`src/rtl/fifo_rd_arbiter.sv`:
```
// Read-side scheduler for the async FIFO read domain.
// The single FIFO read port is shared among NREQ consumers using round-robin burst grants.
// Popped words leave through one registered valid/ready stage.
// Each word is tagged with its requester id and a last-beat flag.
module fifo_rd_arbiter #(
  parameter int DSIZE   = 8,
  parameter int NREQ    = 4,
  parameter int IDW     = 2,
  parameter int BURST_W = 4
) (
  input  logic                    rd_clk,
  input  logic                    rd_rst,
  input  logic [NREQ-1:0]         req,
  input  logic [NREQ*BURST_W-1:0] req_len,
  output logic [NREQ-1:0]         grant,
  output logic                    busy,
  input  logic                    fifo_empty,
  input  logic [DSIZE-1:0]        fifo_rdata,
  output logic                    fifo_rd_inc,
  output logic [DSIZE-1:0]        out_data,
  output logic                    out_valid,
  input  logic                    out_ready,
  output logic [IDW-1:0]          out_id,
  output logic                    out_last
);

  typedef enum logic {
    IDLE  = 1'b0,
    BURST = 1'b1
  } stateT;

  stateT              r_state;
  logic [NREQ-1:0]    r_grant;
  logic [IDW-1:0]     r_rrPtr;
  logic [IDW-1:0]     r_curId;
  logic [BURST_W:0]   r_remaining;
  logic [DSIZE-1:0]   r_outData;
  logic               r_outValid;
  logic [IDW-1:0]     r_outId;
  logic               r_outLast;

  logic               w_found;
  logic [IDW-1:0]     w_pickId;
  logic [BURST_W-1:0] w_pickLen;
  logic               w_pop;
  logic [IDW-1:0]     w_nextPtr;

  // Round-robin pick: the first asserted request scanning upward from r_rrPtr, wrapping at NREQ
  always_comb begin
    w_found   = 1'b0;
    w_pickId  = '0;
    w_pickLen = '0;
    for (int k = 0; k < NREQ; k++) begin
      for (int i = 0; i < NREQ; i++) begin
        if (!w_found && req[i] && (((int'(r_rrPtr) + k) % NREQ) == i)) begin
          w_found   = 1'b1;
          w_pickId  = IDW'(i);
          w_pickLen = req_len[i*BURST_W +: BURST_W];
        end
      end
    end
  end

  // Pop only inside a burst when the FIFO has data and the output register is free or draining
  assign w_pop     = (r_state == BURST) && !fifo_empty && (!r_outValid || out_ready);
  assign w_nextPtr = (r_curId == IDW'(NREQ - 1)) ? '0 : r_curId + IDW'(1);

  // Arbitration FSM and output register; a pop reloads the output word, otherwise an accept empties it
  always_ff @(posedge rd_clk or posedge rd_rst) begin
    if (rd_rst) begin
      r_state     <= IDLE;
      r_grant     <= '0;
      r_rrPtr     <= '0;
      r_curId     <= '0;
      r_remaining <= '0;
      r_outData   <= '0;
      r_outValid  <= 1'b0;
      r_outId     <= '0;
      r_outLast   <= 1'b0;
    end else begin
      if (w_pop) begin
        r_outData  <= fifo_rdata;
        r_outValid <= 1'b1;
        r_outId    <= r_curId;
        r_outLast  <= (r_remaining == (BURST_W+1)'(1));
      end else if (r_outValid && out_ready) begin
        r_outValid <= 1'b0;
      end

      case (r_state)
        IDLE: begin
          if (w_found) begin
            r_grant     <= NREQ'(1) << w_pickId;
            r_remaining <= (BURST_W+1)'(w_pickLen) + (BURST_W+1)'(1);
            r_curId     <= w_pickId;
            r_state     <= BURST;
          end
        end
        BURST: begin
          if (w_pop) begin
            r_remaining <= r_remaining - (BURST_W+1)'(1);
            if (r_remaining == (BURST_W+1)'(1)) begin
              r_state <= IDLE;
              r_grant <= '0;
              r_rrPtr <= w_nextPtr;
            end
          end
        end
        default: r_state <= IDLE;
      endcase
    end
  end

  assign grant       = r_grant;
  assign busy        = (r_state != IDLE);
  assign fifo_rd_inc = w_pop;
  assign out_data    = r_outData;
  assign out_valid   = r_outValid;
  assign out_id      = r_outId;
  assign out_last    = r_outLast;

endmodule

```
`config.mk`:
```
export PLATFORM = sky130hd
export DESIGN_NAME = fifo_rd_arbiter
export DESIGN_NICKNAME = d
export VERILOG_FILES = /design/src/rtl/fifo_rd_arbiter.sv
export SDC_FILE = /design/constraint.sdc
export NUM_CORES = 1
export LEC_CHECK = 0
export BUFFER_PORTS_ARGS = -buffer_cell sky130_fd_sc_hd__buf_2
export CAP_MARGIN = 20
export CORE_AREA = 4 4 72 74
export CTS_CLUSTER_SIZE = 25
export DETAILED_ROUTE_END_ITERATION = 16
export DIE_AREA = 0 0 76 78
export PLACE_DENSITY = 0.75
export SYNTH_ARGS = -nofsm -noshare
export SYNTH_HDL_FRONTEND = slang
export SYNTH_SLANG_ARGS = --single-unit
```
`constraint.sdc`:
```
create_clock -name rd_clk -period 2.1 [get_ports rd_clk]
set_input_delay 0.21 -clock rd_clk [delete_from_list [all_inputs] [get_ports rd_clk]]
set_output_delay 0.21 -clock rd_clk [all_outputs]
set_load 0.01 [all_outputs]
```
# Word-level counts from Yosys, hierarchy flattened
# Index checks and enable logic that the tools add are counted.
# word_totals
register_bits,26
in_bits,32
# op_classes
add_sub_neg,6
eq_ne,17
n_shift,1
mux,61
n_bitwise,4
n_reduce_logical,64
# op_table
cell,n
logical NOT 32 bit,4
two-way mux 4 bit,19
logical AND 1 bit,34
two-way mux 2 bit,15
two-way mux 1 bit,22
equality test 3 bit (second input constant),6
logical NOT 1 bit,17
two-way mux 5 bit,2
one-hot mux 5 bit (2 select lines),1
equality test 3 x 2 -> 1 bit (second input constant),3
one-hot mux 4 bit (2 select lines),1
equality test 2 bit (second input constant),3
AND reduction 3 bit,2
OR reduction 2 bit,3
adder 4 x 1 -> 5 bit (second input constant),1
equality test 5 x 1 -> 1 bit (second input constant),1
subtractor 5 x 1 -> 5 bit (second input constant),1
adder 2 x 1 -> 2 bit (second input constant),2
adder 2 bit (second input constant),2
inequality test 2 bit (second input constant),2
AND reduction 2 bit,2
<< shifter 1 x 2 -> 4 bit (first input constant),1
AND 1 bit (first input constant),3
equality test 2 x 1 -> 1 bit (second input constant),1
other kinds (5),5

# Longest topological paths before layout
# Gate-level depths: netlist of the first run.
# depth
ltp_word,66
mapped_depth,12

# Least setup slack after synthesis of the first run
# Ideal clock, no wire load.
# synth_timing
path_kind,flip-flop to flip-flop
from,register r_rrPtr[0]
to,register r_remaining[2]
setup_ns,0.122
arrival_time_ns,1.969
required_ns,1.978
path_slack_ns,0.009
stages_incl_launch_ff,10
path_buffers,1
synth_period_minus_slack_ns,2.091
cell_sequence,dfrtp_1 buf_6 nor3_2 nand3_1 o221ai_1 o41ai_4 ha_1 xor2_1 nor3_1 nor2_1
# synth_between
elab_chain_len,66
# synth_lines
item,line_no,rtl
"start, declared",34,logic [IDW-1:0] r_rrPtr;
"start signal, assigned",105,r_rrPtr <= w_nextPtr;
logical NOT 32 bit,55,if (!w_found && req[i] && (((int'(r_rrPtr) + k) % NREQ) == i)) begin
logical AND 1 bit,55,
two-way mux 1 bit,55,
logical NOT 1 bit,55,
logical AND 1 bit (2 in series),55,
two-way mux 1 bit,55,
logical NOT 1 bit,55,
logical AND 1 bit (2 in series),55,
(+46 left out),--,
logical AND 1 bit (2 in series),55,
two-way mux 1 bit,55,
logical NOT 1 bit,55,
logical AND 1 bit (2 in series),55,
two-way mux 4 bit,55,
adder 4 x 1 -> 5 bit,94,r_remaining <= (BURST_W+1)'(w_pickLen) + (BURST_W+1)'(1);
two-way mux 5 bit,92,if (w_found) begin
one-hot mux 5 bit (2 select lines),90,case (r_state)
"end signal, assigned",94,
"end signal, assigned",101,r_remaining <= r_remaining - (BURST_W+1)'(1);
"end, declared",36,logic [BURST_W:0] r_remaining;
# Parallel ways exist; a longest one is shown, timed or not. The select of a mux whose other input is x is not followed.
# A chain may end at the register's enable or synchronous reset.

# Worst setup path in the final report of the first run
# layout_timing
from,register r_rrPtr[0]
to,register r_remaining[1]
# Same word-level chain as after synthesis.

==> flow_metrics.tcl, run 1 <==
set metrics [dict create \
    status "complete, but fails checks" \
    violations "negative setup slack" \
    synth_mux_area_share_pct 0.9804 \
    place_congestion 0.9808 \
    timing.rr.start "r_rrPtr[0]" \
    cts_max_level 1 \
    p_leak_nw 1.450 \
    endpoint "r_remaining[1]" \
    drcViolationCount 0 \
    drv_slew 0 \
    synth_adder_area_share_pct 2.307 \
    rrSetupSlack_ns -0.21 \
    grt_pass1_wl_um 10980 \
    antenna_left 0 \
    syn_to_final_growth_pct 39.04 \
    post-place-ws_ns -0.2477 \
    fin_ws_ns -0.2091 \
    worst_pin_slew_ns 0.5067 \
    required_ns 2.25 \
    ys_types 67 \
    cp.arrival_ns 2.46 \
    hp-class "in -> reg" \
    p_per_area_nw_per_um2 755.5 \
    async_flop_share_pct 100.0 \
    via_count 2406 \
    synth.yosys.seq_area_share_pct 29.99 \
    grt_antenna_before_repair 0 \
    rsz0062_at_grt "true" \
    synthXorXnorAreaFrac_pct 0.8074 \
    setup_violations 4 \
    grt_overflow 0 \
    grt_pass1_vias 2337 \
    fin_skew_ns 0.005945 \
    grt.total_usage_pct 21.76 \
    crit_start "r_rrPtr[0]" \
    crit_fanout 6 \
    initial_core_util_pct 47.18 \
    drtPass1Iterations 4 \
    path_clk_slew_ns 0.09 \
    cap_violations 0 \
    place_area_sq_um 2780 \
    whs_ns 0.1215 \
    io_buffer_count 49 \
    syn_inst 267 \
    ys_ff_latch 26 \
    clk_path_buf_depth 2 \
    drtIter0Drc 260 \
    hpwl_um 4772 \
    synth_nets 303 \
    drt_wl_total_um 6579 \
    fin_cells 421 \
    synth-edff-count 0 \
    synth_top_family_by_area "simple AND/OR/NAND/NOR gates" \
    total_power_mw 2.279 \
    grt_max_degree 27 \
    ioPinCount 50 \
    fin_setup_tns_ns -0.6552 \
    fin_crit_sh_pct 110.0 \
    synth-compound-area-share_pct 24.22 \
    n_antenna_cell 0 \
    yosys.area_share.simple_pct 34.49 \
    utilization_pct 65.61 \
    yosysWarningCount 0 \
    r2r-end "r_remaining[1]" \
    dp_cells 409 \
    synth_area_sq_um 2170 \
    final_hold_viol_count 0 \
    period_minus_slack_ns 2.309 \
    dieArea_sq_um 5928 \
    wl_per_cell_um 15.63 \
    insertion_delay_ns 0.27 \
    slew_headroom_pct 66.22 \
    die_y_um 78 \
    endpoint_kind "flip-flop" \
    synth_area_per_cell_sq_um 8.126 \
    coreArea_sq_um 4598 \
    vias_per_cell 5.715 \
    clock_sinks 26 \
    nets 404 \
    cts_root_buf "clkbuf_8" \
    worstSetupPathType "reg -> reg" \
    drive_above_1_share_pct 39.78 \
    stdcell_area_sq_um 3017 \
    tritoncts "yes" \
    layout_commonest_cell "buf_4" \
    numCtsBuffers 3 \
    ir_drop_mv 0.6802 \
    r2r_cells 10 \
    die_w_um 76 \
    startpoint_type "flip-flop" \
    rows 25 \
    synth_top_flop_cell "dfrtp_1" \
    final_cell_mix "buf_4 (57), nand2_1 (51), buf_2 (49)" \
    fmax_mhz 433.1 \
]
## what timing repair did
item,in CTS,in global routing
setup endpoints to repair,5,5
endpoints found under the hold margin,26,0
pin swaps,3,7
gates resized for setup,9,15
hold buffers,1,0
buffers inserted,4,3
## how the worst min path moves through the flow
stage / start / endpoint / cells past startpoint / slack, ns
floorplan: rd_rst / busy / 1 / 0.25
global placement: rd_rst / out_valid / 3 / 0.28
detailed placement: rd_rst / out_valid / 3 / 0.28
CTS: fifo_rdata[4] / out_data[4] / 3 / 0.12
global route: fifo_rdata[1] / out_data[1] / 3 / 0.12
finish: fifo_rdata[1] / out_data[1] / 3 / 0.12
## cell type report
type                            instances  area, sq um
Inverter                                9        33.78
Tap cell                               54        67.56
Fill cell                             359         1582
Sequential cell                        26        653.1
Clock buffer                            3        41.29
Clock inverter                          1        30.03
Multi-Input combinational cell        215         1431
Timing Repair Buffer                  113        759.5
## where the power goes
| part | internal [mW] | switching, mW | total [mW] |
|---|---|---|---|
| clock | 0.255 | 0.156 | 0.411 |
| combinational | 0.589 | 0.582 | 1.17 |
| sequential | 0.609 | 0.0887 | 0.697 |
| total | 1.45 | 0.827 | 2.28 |
## kinds of logic after synthesis
group                    after synthesis
AND/OR/NAND/NOR                      136
AO/OA/AOI/OAI                         71
buffers and inverters                 26
flip-flops                            26
adder cells (fa/ha/maj)                4
XOR/XNOR                               2
multiplexers                           2
## state kept, by name, indices dropped and copies added (netlist names)
signal	flops
r_remaining	5
grant	4
r_rrPtr	2
out_data	8
out_id	2
out_valid	1
r_curId	2
out_last	1
busy	1
## cells in the mapped netlist, drive strengths merged, types with 3 or more instances
| cell | number | share of area [%] |
|---|---|---|
| nor2b | 4 | 1.2 |
| a21o | 4 | 1.4 |
| o211ai | 3 | 1.0 |
| buf | 12 | 4.8 |
| ha | 4 | 2.3 |
| nand2b | 6 | 1.7 |
| nand3 | 19 | 4.6 |
| a211oi | 3 | 1.0 |
| clkbuf | 5 | 0.87 |
| o22ai | 7 | 2.0 |
| o21ai | 14 | 3.2 |
| nand2 | 51 | 8.8 |
| nor2 | 18 | 3.8 |
| nor3 | 7 | 2.1 |
| nor3b | 5 | 2.0 |
| a21oi | 11 | 2.9 |
| inv | 9 | 1.6 |
| a21boi | 4 | 1.4 |
| nand4 | 7 | 2.3 |
| dfrtp | 26 | 30 |
## worst max-delay path, cell delays in order, from the launching register on
cell,delay (ns)
dfrtp_2,0.47
buf_6,0.14
or3b_4,0.41
o2111ai_2,0.22
a21oi_2,0.07
o41ai_4,0.28
ha_2,0.34
inv_2,0.04
mux2i_1,0.05
nor2_1,0.11
a21oi_1,0.05
## routing by layer
metal  share of wire, %  wire, um  up-vias  GRT usage (%)
met5                  0         0        -              0
met4               0.36        24        0          3.203
met3                5.3       347        4          3.248
met2                 49      3244       74          36.73
met1                 45      2963     1152          29.95
li1                   -         -     1176              -
No activity file was read; power rests on OpenSTA's default activity.
==> inputs of run 2 (changes only) <==
--- a/config.mk
+++ b/config.mk
@@ -7,11 +7,10 @@
 export LEC_CHECK = 0
 export BUFFER_PORTS_ARGS = -buffer_cell sky130_fd_sc_hd__buf_2
 export CAP_MARGIN = 20
-export CORE_AREA = 4 4 72 74
+export CORE_AREA = 4 4 79 81
 export CTS_CLUSTER_SIZE = 25
 export DETAILED_ROUTE_END_ITERATION = 16
-export DIE_AREA = 0 0 76 78
-export PLACE_DENSITY = 0.75
+export DIE_AREA = 0 0 83 85
 export SYNTH_ARGS = -nofsm -noshare
 export SYNTH_HDL_FRONTEND = slang
 export SYNTH_SLANG_ARGS = --single-unit
==> run 2 against run 1 <==
  * The flow still finishes with violations (negative setup slack)
  * Critical path depth is 1 higher
  * Combinational power up 7%
  * Non-clock buffer count grew 9
  * Core utilization is 7.1 points lower
  * Sequential cell count stayed put
==> flow_metrics.tcl, run 2 (synthesis gave the netlist of run 1 again) <==
set metrics [dict create \
    status "complete, but fails checks" \
    violations "negative setup slack" \
    syn_to_final_growth_pct 47.58 \
    hp-class "in -> reg" \
    n_antenna_cell 0 \
    clockPowerShare_pct 17.6 \
    whs_ns 0.1211 \
    fin_setup_tns_ns -0.4649 \
    drv_slew 0 \
    ir_drop_mv 0.6075 \
    worstSetupPathType "reg -> reg" \
    tritoncts "yes" \
    cp.arrival_ns 2.42 \
    endpoint_kind "flip-flop" \
    utilization_pct 58.50 \
    drt_wl_total_um 6806 \
    p_sw_share_pct 36.09 \
    fmax_mhz 450.2 \
    share_comb_of_total_power_pct 53.1 \
    internal_power_mw 1.508 \
    insertion_delay_ns 0.27 \
    dieArea_sq_um 7055 \
    period_minus_slack_ns 2.221 \
    antenna_left 0 \
    place_congestion 0.8615 \
    crit_fanout 5 \
    final_cell_mix "buf_4 (63), buf_2 (49), nand2_1 (48)" \
    p_leak_nw 1.532 \
    grt_antenna_before_repair 0 \
    fin_skew_ns 0.002629 \
    wl_per_cell_um 15.19 \
    setup_violations 5 \
    initial_core_util_pct 39.64 \
    grt_pass1_wl_um 10800 \
    seqPwrFrac_pct 29.3 \
    drcViolationCount 0 \
    coreArea_sq_um 5473 \
    drtIter0Drc 165 \
    required_ns 2.30 \
    grt_max_degree 27 \
    grt_pass1_vias 2192 \
    die_w_um 83 \
    slew_headroom_pct 70.03 \
    largest_register_ffs 8 \
    dp_cells 427 \
    post-place-ws_ns -0.1690 \
    rows 27 \
    rsz0062_at_grt "true" \
    switchingPower_uw 851.6 \
    numCtsBuffers 3 \
    startpoint_type "flip-flop" \
    clk_path_buf_depth 2 \
    io_buffer_count 49 \
    path_clk_slew_ns 0.09 \
    cts_max_level 1 \
    nets 413 \
    clock_sinks 26 \
    grt.total_usage_pct 18.06 \
    hpwl_um 4940 \
    worst_pin_slew_ns 0.4495 \
    ioPinCount 50 \
    final_hold_viol_count 0 \
    vias_per_cell 5.330 \
    layout_commonest_cell "buf_4" \
    via_count 2388 \
    drive_above_1_share_pct 44.15 \
    fin_ws_ns -0.1213 \
    drtPass1Iterations 4 \
    fin_cells 448 \
    cap_violations 0 \
    cts_root_buf "clkbuf_8" \
    fin_crit_sh_pct 105.8 \
    die_y_um 85 \
    grt_overflow 0 \
    p_per_area_nw_per_um2 737.0 \
]
-- run 2: changes by cell type in the layout (fill, tap and decap cells not counted), sizes merged --
cell	delta
buf	+9
-- run 2: routing by layer --
| layer | global-route usage (%) | share of wire, % | up-vias |
|---|---|---|---|
| li1 | - | - | 1196 |
| met1 | 25.76 | 47 | 1113 |
| met2 | 29.30 | 48 | 73 |
| met3 | 2.524 | 4.7 | 6 |
| met4 | 3.566 | 0.93 | 0 |
| met5 | 0 | 0 | - |
-- run 2: path summary, 6_finish.rpt --
check                               from             end  slack, ns  cells after the start
max                           r_rrPtr[0]  r_remaining[1]      -0.12                     11
min                        fifo_rdata[7]     out_data[7]       0.12                      3
max reg2reg                   r_rrPtr[0]  r_remaining[1]      -0.12                     11
min reg2reg                  out_data[1]     out_data[1]       0.47                      2
max in group asynchronous         rd_rst      r_rrPtr[1]       1.30                      4
min in group asynchronous         rd_rst     out_data[5]       0.52                      4
-- run 2: power by group through the flow --
stage / logic (mW) / clock network, mW / registers (mW)
floorplan: 0.632 / 0 / 0.706
global placement: 0.997 / 0 / 0.698
detailed placement: 1.00 / 0 / 0.700
CTS: 1.13 / 0.424 / 0.691
global route: 1.36 / 0.457 / 0.706
finish: 1.25 / 0.416 / 0.691
-- run 2: layout make-up --
cell class	instances	area [sq um]
clock buffer	3	41.29
tap	72	90.09
clock inverter	1	30.03
inverter	9	33.78
fill	519	2271
multi-input combinational	215	1500
timing repair buffer	122	854.6
sequential	26	651.9
-- run 2: what timing repair did --
item | 4_1_cts | 5_1_grt
gates cloned | 0 | 0
hold buffers | 1 | 0
gates resized for setup | 17 | 31
endpoints found under the setup margin | 5 | 5
pin swaps | 12 | 13
buffers inserted | 9 | 8
hold endpoints to repair | 26 | 0
-- run 2: through the flow --
stage | total power [mW] | cell area [sq um]
2_1_floorplan | 1.338 | 2170
3_3_place_gp | 1.695 | 2828
3_5_place_dp | 1.705 | 2828
4_1_cts | 2.244 | 3014
5_1_grt | 2.525 | 3202
6_report | 2.360 | 3202
-- run 2: critical path, stage by stage, from the launching register on --
cell,delay [ns]
dfrtp_1,0.41
buf_6,0.13
and2b_2,0.26
a221oi_1,0.29
o2111a_1,0.24
a211o_1,0.18
inv_2,0.07
ha_4,0.26
inv_2,0.03
mux2i_1,0.11
nor2_1,0.06
a21oi_1,0.12
